<file path="config.mk">
export PLATFORM = sky130hd
export DESIGN_NAME = rand_coord_gen_flat
export DESIGN_NICKNAME = d
export VERILOG_FILES = /design/src/rtl/rand_coord_gen_pkg.sv /design/src/rtl/rand_coord_gen_if.sv /design/src/rtl/rand_coord_gen.sv /design/src/flat_wrapper.sv
export SDC_FILE = /design/constraint.sdc
export NUM_CORES = 1
export LEC_CHECK = 0
export BUFFER_PORTS_ARGS = -buffer_cell sky130_fd_sc_hd__buf_2
export CELL_PAD_IN_SITES_DETAIL_PLACEMENT = 1
export CELL_PAD_IN_SITES_GLOBAL_PLACEMENT = 2
export CORE_AREA = 2 2 84 86
export CTS_BUF_LIST = sky130_fd_sc_hd__clkbuf_16
export CTS_CLUSTER_DIAMETER = 60
export DETAILED_ROUTE_END_ITERATION = 10
export DIE_AREA = 0 0 86 88
export HOLD_SLACK_MARGIN = 0.15
export PLACE_DENSITY = 0.74
export SYNTH_ARGS = -nofsm -noshare
export SYNTH_HDL_FRONTEND = slang
export SYNTH_SLANG_ARGS = --single-unit
</file>
<file path="constraint.sdc">
create_clock -name clk -period 1.6 [get_ports clk]
set_input_delay 0.24 -clock clk [delete_from_list [all_inputs] [get_ports clk]]
set_output_delay 0.24 -clock clk [all_outputs]
set_load 0.005 [all_outputs]
</file>
<file path="src/rtl/rand_coord_gen_pkg.sv">
// ----------------------------------------------------------------------------
// Module : vga_pkg
// Shared VGA pipeline constants and the coordinate generator state encoding.
// Rev    : 1.0
// ----------------------------------------------------------------------------
`default_nettype none

package vga_pkg;

  localparam int unsigned H_RES_DEFAULT = 640;
  localparam int unsigned V_RES_DEFAULT = 480;
  localparam int unsigned X_W           = 10;
  localparam int unsigned Y_W           = 9;

  // GET_C is only entered when the colour byte is enabled.
  typedef enum logic [2:0] {
    GET_XL = 3'd0,
    GET_XH = 3'd1,
    GET_YL = 3'd2,
    GET_YH = 3'd3,
    HOLD   = 3'd4,
    GET_C  = 3'd5
  } coord_state_t;

endpackage

`default_nettype wire

</file>
<file path="src/rtl/rand_coord_gen_if.sv">
// ----------------------------------------------------------------------------
// Module : rand_coord_gen_if
// Random byte input plus coordinate valid/ready bundle; colour when RAND_COORD_COLOR_EN.
// Rev    : 1.0
// ----------------------------------------------------------------------------
`default_nettype none

interface rand_coord_gen_if;
  import vga_pkg::*;

  logic [7:0]     random;
  logic           gen_en;
  logic           coord_ready;
  logic           coord_valid;
  logic [X_W-1:0] x;
  logic [Y_W-1:0] y;
  logic [7:0]     reject_cnt;
`ifdef RAND_COORD_COLOR_EN
  logic [7:0]     color;

  modport master (
    input  random, gen_en, coord_ready,
    output coord_valid, x, y, reject_cnt, color
  );
  modport slave (
    output random, gen_en, coord_ready,
    input  coord_valid, x, y, reject_cnt, color
  );
`else
  modport master (
    input  random, gen_en, coord_ready,
    output coord_valid, x, y, reject_cnt
  );
  modport slave (
    output random, gen_en, coord_ready,
    input  coord_valid, x, y, reject_cnt
  );
`endif

endinterface

`default_nettype wire

</file>
<file path="src/rtl/rand_coord_gen.sv">
// ----------------------------------------------------------------------------
// Module : rand_coord_gen
// Builds an in-range pixel coordinate from LFSR bytes by rejection sampling.
// Optional colour byte stage: define RAND_COORD_COLOR_EN.
// Rev    : 1.0
// ----------------------------------------------------------------------------
`default_nettype none

module rand_coord_gen
  import vga_pkg::*;
#(
  parameter int unsigned H_RES = H_RES_DEFAULT,
  parameter int unsigned V_RES = V_RES_DEFAULT
) (
  input  wire logic        clk,
  input  wire logic        rst,
  rand_coord_gen_if.master bus
);

  // Limits widened by one bit so a resolution equal to 2**W still compares correctly.
  localparam logic [X_W:0] X_LIMIT = (X_W + 1)'(H_RES);
  localparam logic [Y_W:0] Y_LIMIT = (Y_W + 1)'(V_RES);

  coord_state_t   state_q;
  logic [7:0]     xl_q;
  logic [7:0]     yl_q;
  logic [X_W-1:0] x_q;
  logic [Y_W-1:0] y_q;
  logic           valid_q;
  logic [7:0]     rej_cnt_q;
  logic [7:0]     rej_cnt_d;
  logic [X_W-1:0] cand_x;
  logic [Y_W-1:0] cand_y;
  logic           x_ok;
  logic           y_ok;
`ifdef RAND_COORD_COLOR_EN
  logic [7:0]     color_q;
`endif

  assign cand_x    = {bus.random[1:0], xl_q};
  assign cand_y    = {bus.random[0], yl_q};
  assign x_ok      = ({1'b0, cand_x} < X_LIMIT);
  assign y_ok      = ({1'b0, cand_y} < Y_LIMIT);
  assign rej_cnt_d = (rej_cnt_q == 8'hFF) ? rej_cnt_q : rej_cnt_q + 8'd1;

  always_ff @(posedge clk) begin
    if (rst) begin
      state_q   <= GET_XL;
      xl_q      <= '0;
      yl_q      <= '0;
      x_q       <= '0;
      y_q       <= '0;
      valid_q   <= 1'b0;
      rej_cnt_q <= '0;
`ifdef RAND_COORD_COLOR_EN
      color_q   <= '0;
`endif
    end else begin
      case (state_q)
        GET_XL: begin
          if (bus.gen_en) begin
            xl_q    <= bus.random;
            state_q <= GET_XH;
          end
        end
        GET_XH: begin
          if (bus.gen_en) begin
            if (x_ok) begin
              x_q     <= cand_x;
              state_q <= GET_YL;
            end else begin
              rej_cnt_q <= rej_cnt_d;
              state_q   <= GET_XL;
            end
          end
        end
        GET_YL: begin
          if (bus.gen_en) begin
            yl_q    <= bus.random;
            state_q <= GET_YH;
          end
        end
        GET_YH: begin
          if (bus.gen_en) begin
            if (y_ok) begin
              y_q <= cand_y;
`ifdef RAND_COORD_COLOR_EN
              state_q <= GET_C;
`else
              state_q <= HOLD;
              valid_q <= 1'b1;
`endif
            end else begin
              // A bad Y keeps the accepted X and only resamples Y.
              rej_cnt_q <= rej_cnt_d;
              state_q   <= GET_YL;
            end
          end
        end
`ifdef RAND_COORD_COLOR_EN
        GET_C: begin
          if (bus.gen_en) begin
            color_q <= bus.random;
            state_q <= HOLD;
            valid_q <= 1'b1;
          end
        end
`endif
        HOLD: begin
          if (bus.coord_ready) begin
            valid_q <= 1'b0;
            state_q <= GET_XL;
          end
        end
        default: begin
          valid_q <= 1'b0;
          state_q <= GET_XL;
        end
      endcase
    end
  end

  assign bus.coord_valid = valid_q;
  assign bus.x           = x_q;
  assign bus.y           = y_q;
  assign bus.reject_cnt  = rej_cnt_q;
`ifdef RAND_COORD_COLOR_EN
  assign bus.color       = color_q;
`endif

endmodule

`default_nettype wire

</file>
<file path="src/flat_wrapper.sv">
// flat-port wrapper written by rule: the top's interface ports become plain ports
module rand_coord_gen_flat import vga_pkg::*;
#(
  parameter int unsigned H_RES = H_RES_DEFAULT,
  parameter int unsigned V_RES = V_RES_DEFAULT
)
  (clk, rst, bus_random, bus_gen_en, bus_coord_ready, bus_coord_valid, bus_x, bus_y, bus_reject_cnt);
  rand_coord_gen_if bus_i ();
  input  wire logic clk;
  input  wire logic rst;
  input wire logic [$bits(bus_i.random)-1:0] bus_random;
  input wire logic [$bits(bus_i.gen_en)-1:0] bus_gen_en;
  input wire logic [$bits(bus_i.coord_ready)-1:0] bus_coord_ready;
  output wire logic [$bits(bus_i.coord_valid)-1:0] bus_coord_valid;
  output wire logic [$bits(bus_i.x)-1:0] bus_x;
  output wire logic [$bits(bus_i.y)-1:0] bus_y;
  output wire logic [$bits(bus_i.reject_cnt)-1:0] bus_reject_cnt;
  assign bus_i.random = bus_random;
  assign bus_i.gen_en = bus_gen_en;
  assign bus_i.coord_ready = bus_coord_ready;
  assign bus_coord_valid = bus_i.coord_valid;
  assign bus_x = bus_i.x;
  assign bus_y = bus_i.y;
  assign bus_reject_cnt = bus_i.reject_cnt;
  rand_coord_gen #(.H_RES(H_RES), .V_RES(V_RES)) u_core (.clk(clk), .rst(rst), .bus(bus_i));
endmodule
</file>
### After elaboration in Yosys (flattened, before gate mapping)

Cells that the tools add are included.
Widths: inputs -> output; s select.

* register bits: 47
* input bits: 12
* output and inout port bits: 28
* word-level logic and storage cells: 52

* $add $sub $neg: 1
* $lt $le $gt $ge: 2
* equality and inequality tests: 13
* multiplexer cells: 18
* bitwise operators: 1
* reductions and logical operators: 10

Operator list (count)
* $mux 8: 5
* $mux 3: 6
* $pmux 8 s2: 1
* $pmux 3 s5: 1
* $ne 2x2->1 const B: 7
* $lt 10x10->1 const B: 1
* $reduce_and 5->1: 2
* $lt 9x9->1 const B: 1
* $add 8x1->8 const B: 1
* $eq 8x8->1 const B: 1
* $eq 3x2->1 const B: 2
* $reduce_and 3->1: 2
* $reduce_and 2->1: 2
* $reduce_and 4->1: 1
* $eq 3x1->1 const B: 1
* $eq 3x3->1 const B: 1
* $logic_not 3->1: 1
* $mux 1: 3
* $pmux 1 s3: 1
* $reduce_or 3->1: 1
* $mux 2: 1
* $ne 2x1->1 const B: 1
* $reduce_bool 2->1: 1
* $not 1->1: 1

### Longest topological paths before layout

* depth after elaboration: 5
* mapped depth: 6
* depth with buffers taken out: 5

### Worst setup path before layout

Ideal clock, no wire load.

* path kind: reg-to-reg
* start point: register u_core.state_q[1]
* end point: register u_core.rej_cnt_q[5], in the netlist u_core.bus.reject_cnt[5]
* setup time: 0.121 ns
* arrival time: 1.441 ns
* required time: 1.479 ns
* path slack: 0.038 ns
* cell stages (with the launch flop): 6
* buffers on the path: 1
* period minus slack after synthesis: 1.562 ns
* path through: dfxtp_1 -> buf_6 -> nand4bb_1 -> o22a_1 -> nor4_1 -> mux2_2

* longest elaborated chain between the ends: 3
* elaborated cells between the ends (all ways): 9
* those cells by class: eq/ne (6); mux (1); reduce/logical (2)

Ends and longest elaborated chain
* from (decl): RTL line rand_coord_gen.sv:24 `coord_state_t state_q;`
* from (signal assigned): RTL line rand_coord_gen.sv:48 `state_q <= GET_XL;`
* from (signal assigned): RTL line rand_coord_gen.sv:63 `state_q <= GET_XH;`
* from (signal assigned): RTL line rand_coord_gen.sv:70 `state_q <= GET_YL;`
* $eq 3x2->1 / $eq 3x1->1 (equally long branches): RTL line rand_coord_gen.sv:59 `case (state_q)`
* $ne 2x2->1 (no line) / $reduce_bool 2->1 (equally long branches)
* $reduce_and 5->1 (no line)
* to (signal assigned): RTL line rand_coord_gen.sv:72 `rej_cnt_q <= rej_cnt_d;`
* to (signal assigned): RTL line rand_coord_gen.sv:95 `rej_cnt_q <= rej_cnt_d;`
* to (decl): RTL line rand_coord_gen.sv:30 `logic [7:0] rej_cnt_q;`

Parallel ways exist; a longest one is shown, timed or not.
A chain may end at the register's enable or synchronous reset.

### Worst setup path in the final report

Ends and elaborated chain as after synthesis.

==> impl_metrics.json <==
{
  "p_seq_share_pct": 47.4,
  "slew_viol_final": 0,
  "htreeDepth": 2,
  "avgSynthCellArea_um2": 9.04,
  "critical_path.cell_chain": "nand4bb_4 -> o22a_4 -> nor4_2 -> mux2_2",
  "top_layer_used": "met4",
  "synth_top_area_cell": "dfxtp_1",
  "power_density_nw_per_um2": 1020,
  "drt_first_pass_iters": 2,
  "grt_pass1_wl_um": 7940,
  "wl_met1_um": 2180,
  "die_area_um2": 7570,
  "cp_slowest_cell": "mux2_2",
  "p_sw_mw": 0.560,
  "grt_usage_pct": 13.5,
  "post_drt_via_cell_ratio": 4.76,
  "drc": 0,
  "globalplace.congestion": 0.812,
  "critPathRequiredTime_ps": 1770,
  "port_buffers": 39,
  "syn2layout_area_growth_pct": 33.5,
  "rsz0062_at_grt": "true",
  "clock_sinks": 47,
  "ys_seq_area_share_pct": 49.5,
  "layout.nets": 281,
  "layout_commonest_cell": "dfxtp_1",
  "final_cell_mix": "dfxtp_1 (43), buf_2 (39), nand2_1 (34)",
  "post-place-ws_ps": -65.4,
  "cts_buffer_depth": 2,
  "switching_share_pct": 21.7,
  "dp_hpwl_um": 3560,
  "slew_headroom_pct": 71.0,
  "wl_met2_um": 2400,
  "fin_crit_ps": 1550,
  "synth_top_area_share_pct": 49.5,
  "rows": 30,
  "crit_family": "simple AND/OR/NAND/NOR gates",
  "crit_path_end_kind": "register",
  "fmax_mhz": 646,
  "power_frac_clock_pct": 44.9,
  "syn_nets": 223,
  "path_class": "register to register",
  "antennaDiodeCount": 0,
  "wl_met3_um": 188,
  "wl_per_cell_um": 13.9,
  "cp-start-kind": "register",
  "die_h_um": 88,
  "power_leakage_nw": 1.10,
  "clkLatencyLatePin_ps": 280,
  "fin_util_pct": 38.2,
  "die_width_um": 86,
  "cp.arrival_ps": 1720,
  "hold_path.class": "input port to register",
  "grt_max_degree": 29,
  "yosysWarnings": 0,
  "syn_inst": 210,
  "synthesis.area_um2": 1900,
  "overflow": 0,
  "status": "finished clean",
  "synthTopCellsByArea": "dfxtp_1 (50%), mux2i_1 (11%), nand2_1 (6.7%)",
  "setup_viol": 0,
  "cp_max_fo": 7,
  "period_share_pct": 96.8,
  "ir_drop_mv": 0.404,
  "cts_made_buffers": 5,
  "final.setup.tns_ps": 0,
  "tightest_slew_ps": 435,
  "grt_pass1_vias": 1640,
  "cts_root_buf": "clkbuf_16",
  "finalHoldViolations": 0,
  "vias": 1660,
  "combPwrFrac_pct": 7.7,
  "drive_gt1_share_pct": 32.0,
  "ys_types": 32,
  "p_int_mw": 2.02,
  "io_pins": 40,
  "drt_wl_total_um": 4840,
  "cts_tree": "yes",
  "drv_cap": 0,
  "clk_pin_slew_ps": 60,
  "start_util_pct": 28.6,
  "drt_iter0_markers": 35,
  "ys_ff_latch": 47,
  "layout_setup_ws_ps": 50.8,
  "skew_ps": 1.71,
  "grt_antenna_before_repair": 0,
  "critical_path.max_stage_delay_ps": 360,
  "antenna_left": 0,
  "core_um2": 6640,
  "path_buf_inv": 0
}
==> sequential cells by signal, indices dropped and copies added (netlist names) <==
register                cells
u_core.bus.y                9
u_core.bus.x               10
u_core.bus.reject_cnt       8
u_core.state_q              3
u_core.xl_q                 8
u_core.yl_q                 8
u_core.bus.coord_valid      1
==> final timing paths <==
path,startpoint,end,slack (ps),depth (start not counted)
max,u_core.state_q[1],u_core.bus.reject_cnt[5],50,4
min,bus_random[2],u_core.xl_q[2],220,3
max reg2reg,u_core.state_q[1],u_core.bus.reject_cnt[5],50,4
min reg2reg,u_core.xl_q[5],u_core.xl_q[5],460,2
==> final cells by class <==
cell class,count,area [um^2]
inverters,2,7.51
multi-input cells,148,922
repair buffers,64,395
clock inverters,3,38.8
fillers,795,4110
flip-flops and latches,47,946
clock buffers,5,125
well taps,80,100
==> synthesized netlist by cell type <==
| library cell | n |
|---|---|
| nor4b_2 | 1 |
| a21boi_0 | 1 |
| nand3b_1 | 1 |
| nand4_1 | 1 |
| nand4b_4 | 1 |
| o21ai_0 | 4 |
| nor2_1 | 24 |
| nor4_1 | 1 |
| nand3_1 | 6 |
| o22a_1 | 1 |
| nand2_1 | 34 |
| mux2i_1 | 20 |
| ha_1 | 1 |
| buf_6 | 3 |
| or2_2 | 1 |
| mux2_2 | 1 |
| nand2b_1 | 3 |
| and3_1 | 1 |
| o41ai_1 | 1 |
| nor2b_1 | 3 |
| nand4bb_1 | 1 |
| nand4_2 | 1 |
| inv_1 | 2 |
| buf_2 | 4 |
| or3_1 | 3 |
| or4_1 | 3 |
| clkbuf_1 | 6 |
| xnor2_1 | 1 |
| o31ai_1 | 4 |
| a21oi_1 | 25 |
| nor3_1 | 4 |
| dfxtp_1 | 47 |
==> power groups by stage <==
stage	clock [mW]	sequential (mW)	combinational (mW)
floorplan	0	1.24	0.116
global placement	0	1.24	0.191
detailed placement	0	1.25	0.194
CTS	1.18	1.22	0.199
global route	1.24	1.22	0.224
finish	1.16	1.22	0.200
==> metrics by stage <==
step | power [mW] | hold WS (ps) | std cells | area (um^2)
global route | 2.68 | 228 | 349 | 2530
floorplan | 1.35 | 376 | 210 | 1900
detailed placement | 1.44 | 452 | 340 | 2310
CTS | 2.60 | 220 | 349 | 2490
finish | 2.58 | 223 | 349 | 2530
global placement | 1.44 | 447 | 340 | 2310
==> tightest hold or removal path, cell delays in order <==
cell     delay (ps)
buf_2           110
nand2_1          50
a21oi_1          50
==> cell families after synthesis <==
logic type	synth area share, %
compound gates	10.5
xor+xnor	0.461
fa+ha+maj	0.659
buf+inv	4.41
flops	49.5
mux	11.1
simple gates	23.3
==> per-layer routing <==
metal / up-vias / global-route usage (%)
li1: 835 / -
met1: 790 / 16.9
met2: 29 / 22.8
met3: 6 / 3.30
met4: 0 / 4.76
met5: - / 0
==> repair_timing <==
item | 4_1_cts | 5_1_grt
pin swaps | 1 | 1
buffers inserted | 1 | 0
hold buffers | 0 | 0
setup endpoints to repair | 5 | 7
resized for setup | 2 | 9
(Power assumes the default switching activity.)
